--- config.mk ---
export PLATFORM = sky130hd
export DESIGN_NAME = ibus_bridge
export DESIGN_NICKNAME = d
export VERILOG_FILES = /design/src/rtl/ibus_bridge.sv
export SDC_FILE = /design/constraint.sdc
export NUM_CORES = 1
export LEC_CHECK = 0
export ABC_AREA = 1
export CORE_MARGIN = 1.5
export CORE_UTILIZATION = 25
export CTS_CLUSTER_SIZE = 8
export DETAILED_ROUTE_END_ITERATION = 8
export PLACE_DENSITY = 0.53
export REMOVE_ABC_BUFFERS = 1
export SLEW_MARGIN = 40
export SYNTH_ARGS = -nofsm -noshare
export SYNTH_HDL_FRONTEND = slang
export SYNTH_SLANG_ARGS = --single-unit
--- constraint.sdc ---
create_clock -name clk -period 1.97 [get_ports clk]
set_clock_uncertainty 0.1 [all_clocks]
set_input_delay 0.394 -clock clk [delete_from_list [all_inputs] [get_ports clk]]
set_output_delay 0.394 -clock clk [all_outputs]
set_load 0.03 [all_outputs]
--- src/rtl/ibus_bridge.sv ---
// CPU-to-ibus bridge: single-word loads/stores, 2-cycle ibus read latency, background run-status polling and a sticky done irq.
// Optional build macro IBUS_SIGNEXT_EN: sign-extend 16-bit load data instead of zero-extending.
module ibus_bridge #(
  parameter int POLL_INT = 16
) (
  input  logic        clk,
  input  logic        rst_n,
  input  logic        cpu_cs,
  input  logic        cpu_we,
  input  logic [17:0] cpu_adr,
  input  logic [31:0] cpu_wdata,
  output logic        cpu_ack,
  output logic [31:0] cpu_rdata,
  output logic        irq,
  output logic        ren,
  output logic [15:0] ibus_radr,
  input  logic [15:0] ibus_rdata,
  output logic        wen,
  output logic [15:0] ibus_wadr,
  output logic [15:0] ibus_wdata
);

  localparam logic [2:0] ST_IDLE   = 3'd0;
  localparam logic [2:0] ST_WR     = 3'd1;
  localparam logic [2:0] ST_RD_ISS = 3'd2;
  localparam logic [2:0] ST_RD_W   = 3'd3;
  localparam logic [2:0] ST_RD_CAP = 3'd4;
  localparam logic [2:0] ST_ACK    = 3'd5;
  localparam logic [2:0] ST_LOC    = 3'd6;

  localparam logic [15:0] ADR_START = 16'hFFF0;
  localparam logic [15:0] ADR_IRQ   = 16'hFFF3;
  localparam logic [7:0]  TMR_MAX   = 8'(POLL_INT - 1);

  logic [2:0]  state_r;
  logic        busy_r;
  logic        poll_r;
  logic        loc_we_r;
  logic [7:0]  timer_r;
  logic        cpu_ack_r;
  logic [31:0] cpu_rdata_r;
  logic        irq_r;
  logic        ren_r;
  logic [15:0] ibus_radr_r;
  logic        wen_r;
  logic [15:0] ibus_wadr_r;
  logic [15:0] ibus_wdata_r;

  logic [15:0] cpu_iadr_s;
  logic        poll_due_s;
  logic [31:0] rd_ext_s;
  logic        unused_bits_s;

  // Request address decode, poll-due flag and load-data extension.
  always_comb begin
    cpu_iadr_s    = cpu_adr[17:2];
    poll_due_s    = busy_r && (timer_r == TMR_MAX);
    unused_bits_s = ^{cpu_adr[1:0], cpu_wdata[31:16]};
`ifdef IBUS_SIGNEXT_EN
    rd_ext_s = {{16{ibus_rdata[15]}}, ibus_rdata};
`else
    rd_ext_s = {16'd0, ibus_rdata};
`endif
  end

  // Transaction FSM, poll timer and all registered outputs.
  always_ff @(posedge clk or negedge rst_n) begin
    if (!rst_n) begin
      state_r      <= ST_IDLE;
      busy_r       <= 1'b0;
      poll_r       <= 1'b0;
      loc_we_r     <= 1'b0;
      timer_r      <= 8'd0;
      cpu_ack_r    <= 1'b0;
      cpu_rdata_r  <= 32'd0;
      irq_r        <= 1'b0;
      ren_r        <= 1'b0;
      ibus_radr_r  <= 16'd0;
      wen_r        <= 1'b0;
      ibus_wadr_r  <= 16'd0;
      ibus_wdata_r <= 16'd0;
    end else begin
      cpu_ack_r   <= 1'b0;
      cpu_rdata_r <= 32'd0;
      ren_r       <= 1'b0;
      wen_r       <= 1'b0;
      // Timer only advances while idle so the poll interval excludes the poll's own read.
      if (busy_r && (state_r == ST_IDLE) && (timer_r != TMR_MAX)) begin
        timer_r <= timer_r + 8'd1;
      end else begin
        timer_r <= timer_r;
      end
      case (state_r)
        ST_IDLE: begin
          if (cpu_cs) begin
            if (cpu_iadr_s == ADR_IRQ) begin
              state_r     <= ST_LOC;
              cpu_ack_r   <= 1'b1;
              loc_we_r    <= cpu_we;
              cpu_rdata_r <= cpu_we ? 32'd0 : {31'd0, irq_r};
            end else if (cpu_we) begin
              state_r      <= ST_WR;
              wen_r        <= 1'b1;
              cpu_ack_r    <= 1'b1;
              ibus_wadr_r  <= cpu_iadr_s;
              ibus_wdata_r <= cpu_wdata[15:0];
              if (cpu_iadr_s == ADR_START) begin
                busy_r  <= 1'b1;
                timer_r <= 8'd0;
              end else begin
                busy_r <= busy_r;
              end
            end else begin
              state_r     <= ST_RD_ISS;
              ren_r       <= 1'b1;
              ibus_radr_r <= cpu_iadr_s;
              poll_r      <= 1'b0;
            end
          end else if (poll_due_s) begin
            state_r     <= ST_RD_ISS;
            ren_r       <= 1'b1;
            ibus_radr_r <= ADR_START;
            poll_r      <= 1'b1;
            timer_r     <= 8'd0;
          end else begin
            state_r <= ST_IDLE;
          end
        end
        ST_WR:     state_r <= ST_IDLE;
        ST_RD_ISS: state_r <= ST_RD_W;
        ST_RD_W:   state_r <= ST_RD_CAP;
        ST_RD_CAP: begin
          state_r <= ST_ACK;
          if (poll_r) begin
            if (!ibus_rdata[0]) begin
              busy_r <= 1'b0;
              irq_r  <= 1'b1;
            end else begin
              busy_r <= busy_r;
            end
          end else begin
            cpu_ack_r   <= 1'b1;
            cpu_rdata_r <= rd_ext_s;
          end
        end
        ST_ACK:    state_r <= ST_IDLE;
        ST_LOC: begin
          state_r <= ST_IDLE;
          if (loc_we_r) begin
            irq_r <= 1'b0;
          end else begin
            irq_r <= irq_r;
          end
        end
        default:   state_r <= ST_IDLE;
      endcase
    end
  end

  assign cpu_ack    = cpu_ack_r;
  assign cpu_rdata  = cpu_rdata_r;
  assign irq        = irq_r;
  assign ren        = ren_r;
  assign ibus_radr  = ibus_radr_r;
  assign wen        = wen_r;
  assign ibus_wadr  = ibus_wadr_r;
  assign ibus_wdata = ibus_wdata_r;

endmodule
==> impl_results.md <==
* Number of synthesized register bits at a little over 80
* Max-cap viol count at 0
* Filler instances at between 1.5k and 2k
* Clock Sinks at roughly 80
* Max Slew Vio Count at 0
* Leak at between 2 and 3 nW
* IO Pins at about 150
* CTS tree: yes
* Outcome: complete, but fails checks
* Max Clock Freq at between 500 and 600 MHz
* Tcrit/Tclk final at a little over nine tenths
* CP Capture Type: output port
* ANT cells at 0
* CTS buffer count at 9
* H-Tree Depth at 3
* CP max stage cell: clkdlybuf4s50_1
* CTS root buf: clkbuf_16
* Clock Pin Slew Worst Setup and Hold Paths at about 0.060 ns
* CP Cell Sequence: clkdlybuf4s50_1
* Layout cell share with drive strength beyond 1 at between 10% and 20%
* Fin. Hold Viols at 0
* Required time worst endpoint at between 1 and 1.5 ns
* YS warnings at 0
* ANT nets after route at 0
* Mapped Area at 3791 um^2
* Hold path depth at 2
* FF-to-FF setup slack at roughly 0.25 ns
* Tmin final at ~1.9 ns
* Commonest non-fill, non-tap cell in the layout: nand2_1
* Worst Path Arrival at 1.39 ns
* Total GRT Usage at a little over an eighth
* Worst hold path type: reg2reg
* Clk_lat worst skew at between 0.3 and 0.4 ns
* Post-synthesis sequential area ratio at 54.13%
* Largest net degree at the start of global routing at 37
* DRC viols at 5
* FF/Latch Area at 2052 um^2
* Vias at approximately 3.3k
* Global route overflow at 0
* Final HPWL DP at about 7.5 mm
* Number of global-route vias before repair at between 3k and 4k
* Final setup fails at 0
* Vias per cell at slightly above 4
* Initial antenna violation count at 0
* Die height at about 130 um
* DR iter-0 viols at about 190
* CP Depth at 1
* GPL Wtd Cong at roughly 0.82
* Slowest cell delay on critical path at a little under 0.7 ns
* WP buf/inv at 1
* Synth cell types at 28
* Most frequent cells in the layout: nand2_1 (171), clkdlybuf4s50_1 (117), dfrtp_1 (82)
* Fin Hold WS at 0.3701 ns
* Mapped Cells at between 400 and 500
* Failing checks: design-rule violations
* CP Launch Type: flop
* CP Class: reg2out
* Worst reg2reg path depth at 8
* Area grow syn2layout at 49.70%
* PD cells at between 1000 and 1500 nW/um^2
* Rows at 44
* Die ar. at 15910 um^2
* Pwr Total at between 8 and 9 mW
* Worst IR drop on VDD at around 0.00053 V
* Critical Path Fanout Max at 2
* RSZ-0062 raised after global routing: false
* Area of the multi-input gates at between 1000 and 1500 um^2
* First-pass DRT Iterations at 8
* Wire per inst at between 10 and 15 um
* Final worst slack at 0.08649 ns
* Layout Nets at 680
* Avg Inst Size Synth at 8.278 um^2
* Clk buf depth at 2
* Core area at approximately 15000 um^2
* Die width at approximately 130 um
* Initial Util at approximately 26%
* Worst slack at placement at -0.2208 ns
* Global-route wire length before repair at roughly 17 mm
* WL final at 10.08 mm
* PortBufs at approximately 120
* Family with the most delay on the worst path: buffers and inverters
## layout make-up
type / count / share of cell area (%)
clock buffer: 13 / 4.938
clock inverter: 2 / 0.1764
inverter: 31 / 2.050
multi-input combinational: 327 / 25.99
sequential: 82 / 36.16
tap: 184 / 4.056
timing repair buffer: 158 / 26.63
## metal layers
layer	global-route usage, %	part of all wire, %	wire length [um]
met4	5.409	2.0	197
met2	20.91	45	4546
met5	0	0	0
met3	4.376	6.1	616
met1	17.23	47	4715
## kinds of logic after synthesis
family | after synthesis | synth area share (%)
adders and majority gates | 1 | 0.3300
xor gates and xnor gates | 2 | 0.4621
DFF | 82 | 54.13
other | 1 | 0.09891
and+or+nand+nor | 262 | 29.83
AOI/OAI and AO/OA | 46 | 6.568
buffers and inverters | 64 | 8.581
## per-stage QoR
stage          util (%)  TNS (ns)  instance area (um^2)  cells
3_5_place_dp      36.65    -11.09                  5368    781
6_report          38.76         0                  5675    797
5_1_grt           38.76         0                  5675    797
3_3_place_gp      36.65    -10.64                  5368    781
4_1_cts           38.70         0                  5668    797
2_1_floorplan         -    -4.865                  3638    440
## state kept, by name (all words and copies together), names as in the netlist
name and count:
busy_r 1, cpu_ack 1, ibus_wdata 16, ibus_wadr 16
irq 1, ren 1, timer_r 8, ibus_radr 16
loc_we_r 1, state_r 3, poll_r 1, wen 1
cpu_rdata 16
## Yosys cell counts
cell type	instances	area [um^2]
o21ai_0	30	150.1
nor2_1	31	116.4
o211ai_1	1	7.510
nand2_2	3	18.77
o22ai_1	1	6.260
dfrtp_1	82	2052
nand3b_1	4	30.03
nand2_1	172	645.6
buf_6	1	11.26
ha_1	1	12.51
nand3_1	23	115.1
a21oi_1	9	45.04
nand4_1	8	50.05
nor2_2	3	18.77
conb_1	1	3.750
a32oi_1	1	8.760
clkbuf_1	6	22.52
nor3_1	1	5.000
nor2_4	4	45.04
or2_2	12	75.07
inv_1	24	90.09
xor2_1	2	17.52
buf_2	8	40.04
buf_4	18	135.1
o21ai_1	3	15.01
nand2_4	1	11.26
o21ai_4	1	16.27
inv_2	7	26.28
## where the power goes
part | internal (mW) | total (mW) | switching (mW)
sequential | 2.34 | 2.71 | 0.370
clock | 0.980 | 1.62 | 0.640
combinational | 1.54 | 3.98 | 2.44
## worst min-delay path: stages, from the launching register on
cell     delay (ns)
dfrtp_1        0.34
nand2_1        0.05
nand2_1        0.04
## path summary, 6_finish.rpt
kind                                        endpoint                       from
setup / recovery                       ibus_wdata[4]  ibus_wdata[4]$_DFFE_PN0P_
setup reg to reg            ibus_wadr[9]$_DFFE_PN0P_       state_r[1]$_DFF_PN0_
max in group asynchronous   ibus_wadr[7]$_DFFE_PN0P_                      rst_n
hold / removal             ibus_radr[14]$_DFFE_PN0P_  ibus_radr[14]$_DFFE_PN0P_
hold reg to reg            ibus_radr[14]$_DFFE_PN0P_  ibus_radr[14]$_DFFE_PN0P_
min in group asynchronous       timer_r[7]$_DFF_PN0_                      rst_n
## what timing repair did
action | CTS | global route
gates resized for setup | 0 | 3
hold endpoints to repair | 28 | 0
endpoints found under the setup margin | 0 | 17
hold buffers | 1 | 0
buffers inserted | 0 | 0
Note: power is estimated with default switching activity, not from simulation.
